`src/rtl/rx_buff_admit_pkg.sv`:
```
// rx_buff_admit_pkg: shared FSM states, header layout and slot helpers for the RX admit block.
package rx_buff_admit_pkg;

    typedef enum logic [2:0] {IDLE, CHECK, WRITE, HDR, COMMIT} state_e;

    localparam int BYTES_PER_SLOT = 8;
    localparam int SLOT_SH        = $clog2(BYTES_PER_SLOT);
    localparam int LEN_W          = 14;
    localparam int WORDS_W        = LEN_W + 1 - SLOT_SH;
    localparam int HDR_LEN_MSB    = LEN_W - 1;

    function automatic logic [WORDS_W-1:0] len_to_words(input logic [LEN_W-1:0] len);
        logic [LEN_W:0] s;
        s = {1'b0, len} + (LEN_W+1)'(BYTES_PER_SLOT - 1);
        return s[LEN_W:SLOT_SH];
    endfunction

    function automatic logic [63:0] hdr_word(input logic [LEN_W-1:0] len);
        logic [63:0] h;
        h = '0;
        h[HDR_LEN_MSB:0] = len;
        return h;
    endfunction

endpackage

```
`src/rtl/rx_buff_admit_free_calc.sv`:
```
// rx_buff_free_calc: registers words-needed and the admit verdict when a frame is announced.
module rx_buff_free_calc
    import rx_buff_admit_pkg::*;
#(
    parameter int AW      = 10,
    parameter int MAX_LEN = 9022
) (
    input  logic               clk,
    input  logic               reset_n,
    input  logic               load,
    input  logic [LEN_W-1:0]   frame_len,
    input  logic [AW-1:0]      rd_addr,
    input  logic [AW-1:0]      wr_addr,
    output logic [WORDS_W-1:0] words,
    output logic               admit_ok
);

    localparam int CW = WORDS_W + AW + 1;

    logic [WORDS_W-1:0] words_q, words_d;
    logic               ok_q, ok_d;
    logic [AW-1:0]      free;

    // Slot demand is compared at full width so oversized frames never alias into a small slot count.
    always_comb begin
        free    = rd_addr - wr_addr - AW'(1);
        words_d = load ? len_to_words(frame_len) : words_q;
        ok_d    = load ? (frame_len != '0 && 32'(frame_len) <= MAX_LEN &&
                          CW'(len_to_words(frame_len)) + CW'(1) <= CW'(free)) : ok_q;
    end

    always_ff @(posedge clk) begin
        if (!reset_n) begin
            words_q <= '0;
            ok_q    <= 1'b0;
        end else begin
            words_q <= words_d;
            ok_q    <= ok_d;
        end
    end

    assign words    = words_q;
    assign admit_ok = ok_q;

endmodule

```
`src/rtl/rx_buff_admit.sv`:
```
// rx_buff_admit: admits or drops RX frames against free ring space and writes payload then header.
// Optional drop counter built when RX_DROP_CNT_EN is defined.
module rx_buff_admit
    import rx_buff_admit_pkg::*;
#(
    parameter int AW      = 10,
    parameter int MAX_LEN = 9022
) (
    input  logic             clk,
    input  logic             reset_n,
    input  logic [AW-1:0]    commited_rd_address,
    input  logic             frame_req,
    input  logic [LEN_W-1:0] frame_len,
    output logic             frame_grant,
    output logic             frame_drop,
    input  logic             data_valid,
    input  logic [63:0]      data,
    output logic             data_ready,
    output logic             buf_wr_en,
    output logic [AW-1:0]    buf_wr_addr,
    output logic [63:0]      buf_wr_data,
    output logic [AW-1:0]    commited_wr_address,
    output logic [31:0]      drop_count
);

    state_e             state_q, state_d;
    logic [LEN_W-1:0]   len_q, len_d;
    logic [AW-1:0]      start_q, start_d, wr_ptr_q, wr_ptr_d, cwa_q, cwa_d;
    logic [WORDS_W-1:0] cnt_q, cnt_d, words;
    logic               grant_q, grant_d, drop_q, drop_d, admit_ok, load;

    assign load = state_q == IDLE && frame_req;

    rx_buff_free_calc #(.AW(AW), .MAX_LEN(MAX_LEN)) u_free (
        .clk       (clk),
        .reset_n   (reset_n),
        .load      (load),
        .frame_len (frame_len),
        .rd_addr   (commited_rd_address),
        .wr_addr   (cwa_q),
        .words     (words),
        .admit_ok  (admit_ok)
    );

    always_comb begin
        state_d     = state_q;
        len_d       = len_q;
        start_d     = start_q;
        wr_ptr_d    = wr_ptr_q;
        cwa_d       = cwa_q;
        cnt_d       = cnt_q;
        grant_d     = 1'b0;
        drop_d      = 1'b0;
        data_ready  = 1'b0;
        buf_wr_en   = 1'b0;
        buf_wr_addr = '0;
        buf_wr_data = '0;
        case (state_q)
            IDLE: if (frame_req) begin
                len_d   = frame_len;
                start_d = cwa_q;
                state_d = CHECK;
            end
            CHECK: begin
                grant_d  = admit_ok;
                drop_d   = !admit_ok;
                wr_ptr_d = start_q + AW'(1);
                cnt_d    = '0;
                state_d  = admit_ok ? WRITE : IDLE;
            end
            WRITE: begin
                data_ready = 1'b1;
                if (data_valid) begin
                    buf_wr_en   = 1'b1;
                    buf_wr_addr = wr_ptr_q;
                    buf_wr_data = data;
                    wr_ptr_d    = wr_ptr_q + AW'(1);
                    cnt_d       = cnt_q + WORDS_W'(1);
                    state_d     = cnt_q == words - WORDS_W'(1) ? HDR : WRITE;
                end
            end
            // Header goes in last so the host never sees a length ahead of its payload.
            HDR: begin
                buf_wr_en   = 1'b1;
                buf_wr_addr = start_q;
                buf_wr_data = hdr_word(len_q);
                state_d     = COMMIT;
            end
            COMMIT: begin
                cwa_d   = start_q + AW'(words) + AW'(1);
                state_d = IDLE;
            end
            default: state_d = IDLE;
        endcase
    end

    always_ff @(posedge clk) begin
        if (!reset_n) begin
            state_q  <= IDLE;
            len_q    <= '0;
            start_q  <= '0;
            wr_ptr_q <= '0;
            cwa_q    <= '0;
            cnt_q    <= '0;
            grant_q  <= 1'b0;
            drop_q   <= 1'b0;
        end else begin
            state_q  <= state_d;
            len_q    <= len_d;
            start_q  <= start_d;
            wr_ptr_q <= wr_ptr_d;
            cwa_q    <= cwa_d;
            cnt_q    <= cnt_d;
            grant_q  <= grant_d;
            drop_q   <= drop_d;
        end
    end

    assign frame_grant         = grant_q;
    assign frame_drop          = drop_q;
    assign commited_wr_address = cwa_q;

`ifdef RX_DROP_CNT_EN
    logic [31:0] drop_cnt_q, drop_cnt_d;

    always_comb begin
        drop_cnt_d = drop_d && drop_cnt_q != '1 ? drop_cnt_q + 32'd1 : drop_cnt_q;
    end

    always_ff @(posedge clk) begin
        if (!reset_n) begin
            drop_cnt_q <= '0;
        end else begin
            drop_cnt_q <= drop_cnt_d;
        end
    end

    assign drop_count = drop_cnt_q;
`else
    assign drop_count = '0;
`endif

endmodule

```
`config.mk`:
```
export PLATFORM = sky130hd
export DESIGN_NAME = rx_buff_admit
export DESIGN_NICKNAME = d
export VERILOG_FILES = /design/src/rtl/rx_buff_admit_pkg.sv /design/src/rtl/rx_buff_admit_free_calc.sv /design/src/rtl/rx_buff_admit.sv
export SDC_FILE = /design/constraint.sdc
export NUM_CORES = 1
export LEC_CHECK = 0
export ABC_AREA = 1
export CORE_MARGIN = 1
export CORE_UTILIZATION = 45
export CTS_BUF_LIST = sky130_fd_sc_hd__clkbuf_8
export DETAILED_ROUTE_END_ITERATION = 8
export PLACE_DENSITY = 0.79
export SLEW_MARGIN = 40
export SYNTH_ARGS = -nofsm -noshare
export SYNTH_HDL_FRONTEND = slang
export SYNTH_SLANG_ARGS = --single-unit
```
`constraint.sdc`:
```
create_clock -name clk -period 3.1 [get_ports clk]
set_clock_uncertainty 0.1 [all_clocks]
set_input_delay 0.465 -clock clk [delete_from_list [all_inputs] [get_ports clk]]
set_output_delay 0.465 -clock clk [all_outputs]
set_load 0.02 [all_outputs]
```
==> summary.txt <==
Flow run
  • MaxCap Viol Count: 0

Outcome
  • Status: finished, final reports clean

Placement
  • GP Congestion: 0.877
  • Port bufs: 179
  • DP Area: 7920 um^2
  • DP Wirelength: 14,300 um

Route
  • WL per Instance: 13.9 um
  • WL final: 17,800 um
  • Antenna-violating nets left: 0
  • DRC: 0
  • Routed vias: 6,432
  • Router iterations before antenna repair: 5
  • DR iter-0 viols: 318
  • Via/cell ratio: 5.04

Worst setup path
  • CP most frequent cell: nand2_1
  • Crit path from: commited_rd_address[0]
  • Critical Path AT: 3.29 ns
  • CP Max Fanout: 3
  • Worst R2R Setup Slack: 0.14 ns
  • Worst setup path category: in -> reg
  • Worst Setup End Kind: register
  • CP cell instances: clkdlybuf4s50_1, ha_2, fa_2, nand3_1, nand2_1, a21oi_2, o21bai_1, nand2_1, nand2_1, a21oi_2, xor2_1, ha_1, nand4_1, or3_1, nand2_1, nand4_1, a21oi_2
  • Max incr delay on CP: 0.40 ns
  • R2R cell count: 17
  • End of the worst register-to-register path: u_free.admit_ok
  • Largest delay contributor family on the critical path: simple AND/OR/NAND/NOR gates
  • Slowest stage cell, crit path: clkdlybuf4s50_1
  • Startpoint Class: primary input
  • Critical R2R Launch: commited_wr_address[0]
  • Worst endpoint required time: 3.31 ns
  • CP Buf/Inv Count: 1

CTS
  • CTS H-tree depth: 3
  • CTS Hold Bufs: 0
  • CTS tree: built
  • Postcts setup bufs: 0
  • Clk slew on worst S/H paths: 0.09 ns
  • Worst-Skew Late Latency: 0.37 ns
  • Sink Count: 74
  • Clk buf depth: 2
  • Total CTS buffers: 9
  • # resized after CTS: 0
  • CTS root buf: clkbuf_8

Timing
  • Hold Vio Cnt, Final: 0
  • Max transition margin: 0.602
  • Final setup viols: 0
  • Unrepaired setup endpoints after global routing: true
  • Max Fclk: 325 MHz
  • Tcrit/Tclk final: 0.994
  • Fin crit period: 3.08 ns
  • Worst-Margin Slew: 0.597 ns
  • Setup TNS: 0 ns
  • Max-slew violation count: 0

Synth
  • Unique cell type count in the Yosys netlist: 44
  • Top cell type's share of synthesized area: 0.257
  • Register bit total from synthesis: 74
  • Area contributors post-synth: dfxtp_1 26%, nand2_1 12%, o21ai_0 7.2%, inv_1 7.2%, ha_1 6.9%
  • Syn_area_per_cell: 6.47 um^2
  • Post-Syn Area: 5770 um^2
  • Sequential share of the synthesized area: 0.257
  • Yosys top cell by area: dfxtp_1
  • Synth Instances: 891
  • Ys Warns: 0

Global routing
  • Largest net degree at the start of global routing: 54
  • First-pass GRT wire length: 27,400 um
  • GRT overflow: 0
  • GRT Overall Usage: 0.266
  • Vias in the first global route: 5,804
  • Antenna violations before repair: 0

Worst hold path
  • Hold depth: 2
  • HP Class: reg -> reg
  • Hold path start: len_q[8]
  • Hold endpoint: len_q[8]

Cells and area
  • Layout area overhead: 42.3%
  • FILL cells: 1,097
  • Final instance area: 8210 um^2
  • Final core occ: 0.669
  • Diode count: 0
  • Layout cells sized above 1: 0.104
  • Nets@finish: 1,229

Floorplan
  • Initial core utilization: 0.470
  • # rows: 40
  • Core Box Area: 12,300 um^2
  • Top-level port count: 212
  • Die W: 115 um
  • Vert. Die Dim: 115 um
  • Die ar.: 13,300 um^2

Power
  • Worst IR Drop VDD: 0.000294 V
  • Leak pwr: 0.00357 uW
  • PD cells: 324 nW/um^2
  • Tot Pwr: 2660 uW
report_power, final:
group          switching, uW  total (uW)  internal, uW
clock                    424         811           387
sequential              44.7        1050          1010
combinational            436         792           356
total                    905        2660          1750
cell type report:
class                           count  area (um^2)  area share
Multi-Input combinational cell    670         3660       0.446
Timing Repair Buffer              234         2210       0.270
Sequential cell                    74         1480       0.181
Inverter                          114          432      0.0526
Tap cell                          168          210      0.0256
Clock buffer                        9          124      0.0151
Clock inverter                      7         83.8      0.0102
cells in the final DEF, fill, tap and decap left out, types with 16 or more instances in the layout:
cell type,instances
dfxtp_1,74
o21ai_0,83
clkdlybuf4s50_1,176
buf_4,55
xor2_1,28
nor3_1,16
nand2_1,173
ha_1,30
conb_1,32
inv_1,109
nand3_1,30
a21oi_1,68
nor2_1,97
xnor2_1,19
tightest hold or removal path, stage by stage, from the launching register on:
cell and delay, ns:
dfxtp_1 0.31, inv_1 0.06, a21oi_1 0.05
metrics by stage:
| stage | std cells | hold WS [ns] | worst slack (ns) |
|---|---|---|---|
| 2_1_floorplan | 922 | 0.322 | 0.154 |
| 3_3_place_gp | 1260 | 0.333 | -0.274 |
| 3_5_place_dp | 1260 | 0.342 | -0.366 |
| 4_1_cts | 1276 | 0.355 | 0.0156 |
| 5_1_grt | 1276 | 0.376 | -0.0898 |
| 6_report | 1276 | 0.352 | 0.0193 |
how the worst max path moves through the flow:
stage	slack, ns	endpoint	cells after the start
after global routing	-0.09	u_free.admit_ok	17
after floorplan	0.15	u_free.admit_ok	17
final	0.02	u_free.admit_ok	17
after global placement	-0.27	u_free.admit_ok	17
after CTS	0.02	u_free.admit_ok	17
after detailed placement	-0.37	u_free.admit_ok	17
logic make-up (layout without fill, tap and decap cells):
group                      Yosys count  after routing  share of synthesized area
AOI/OAI and AO/OA                  196            196                      0.185
adders and majority gates           34             34                     0.0764
xor gates and xnor gates            48             48                     0.0753
DFF                                 74             74                      0.257
other                                1             32                   0.000650
and+or+nand+nor                    360            360                      0.266
buffers and inverters              178            364                      0.140
sequential cells by signal (all words and copies together) (netlist names):
signal               cells
wr_ptr_q                10
frame_drop               1
cnt_q                   12
u_free.words            12
frame_grant              1
len_q                   14
start_q                 10
commited_wr_address     10
u_free.admit_ok          1
state_q                  3
cell usage after synthesis, drive strengths merged:
cell and number:
nand2 181, nand3 32, nor4 3, fa 2, ha 32, dfxtp 74, a21oi 75, o311ai 1
o2111ai 2, or3 1, buf 37, nand4 10, o211ai 3, inv 113, a31oi 3, o22ai 9
and2 1, xor2 28, clkinv 1, xnor3 1, conb 1, nor2 102, a21o 3, clkbuf 27
and3 1, nand3b 2, o21ai 90, nor3 20, nor3b 1, xnor2 19, o21bai 9, or2 6
a221oi 1
metal layers:
layer | GRT usage | wire, um
met1 | 0.303 | 7340
met2 | 0.488 | 8650
met3 | 0.0496 | 1260
met4 | 0.104 | 497
met5 | 0 | 0
No activity file was read; power rests on OpenSTA's default activity.
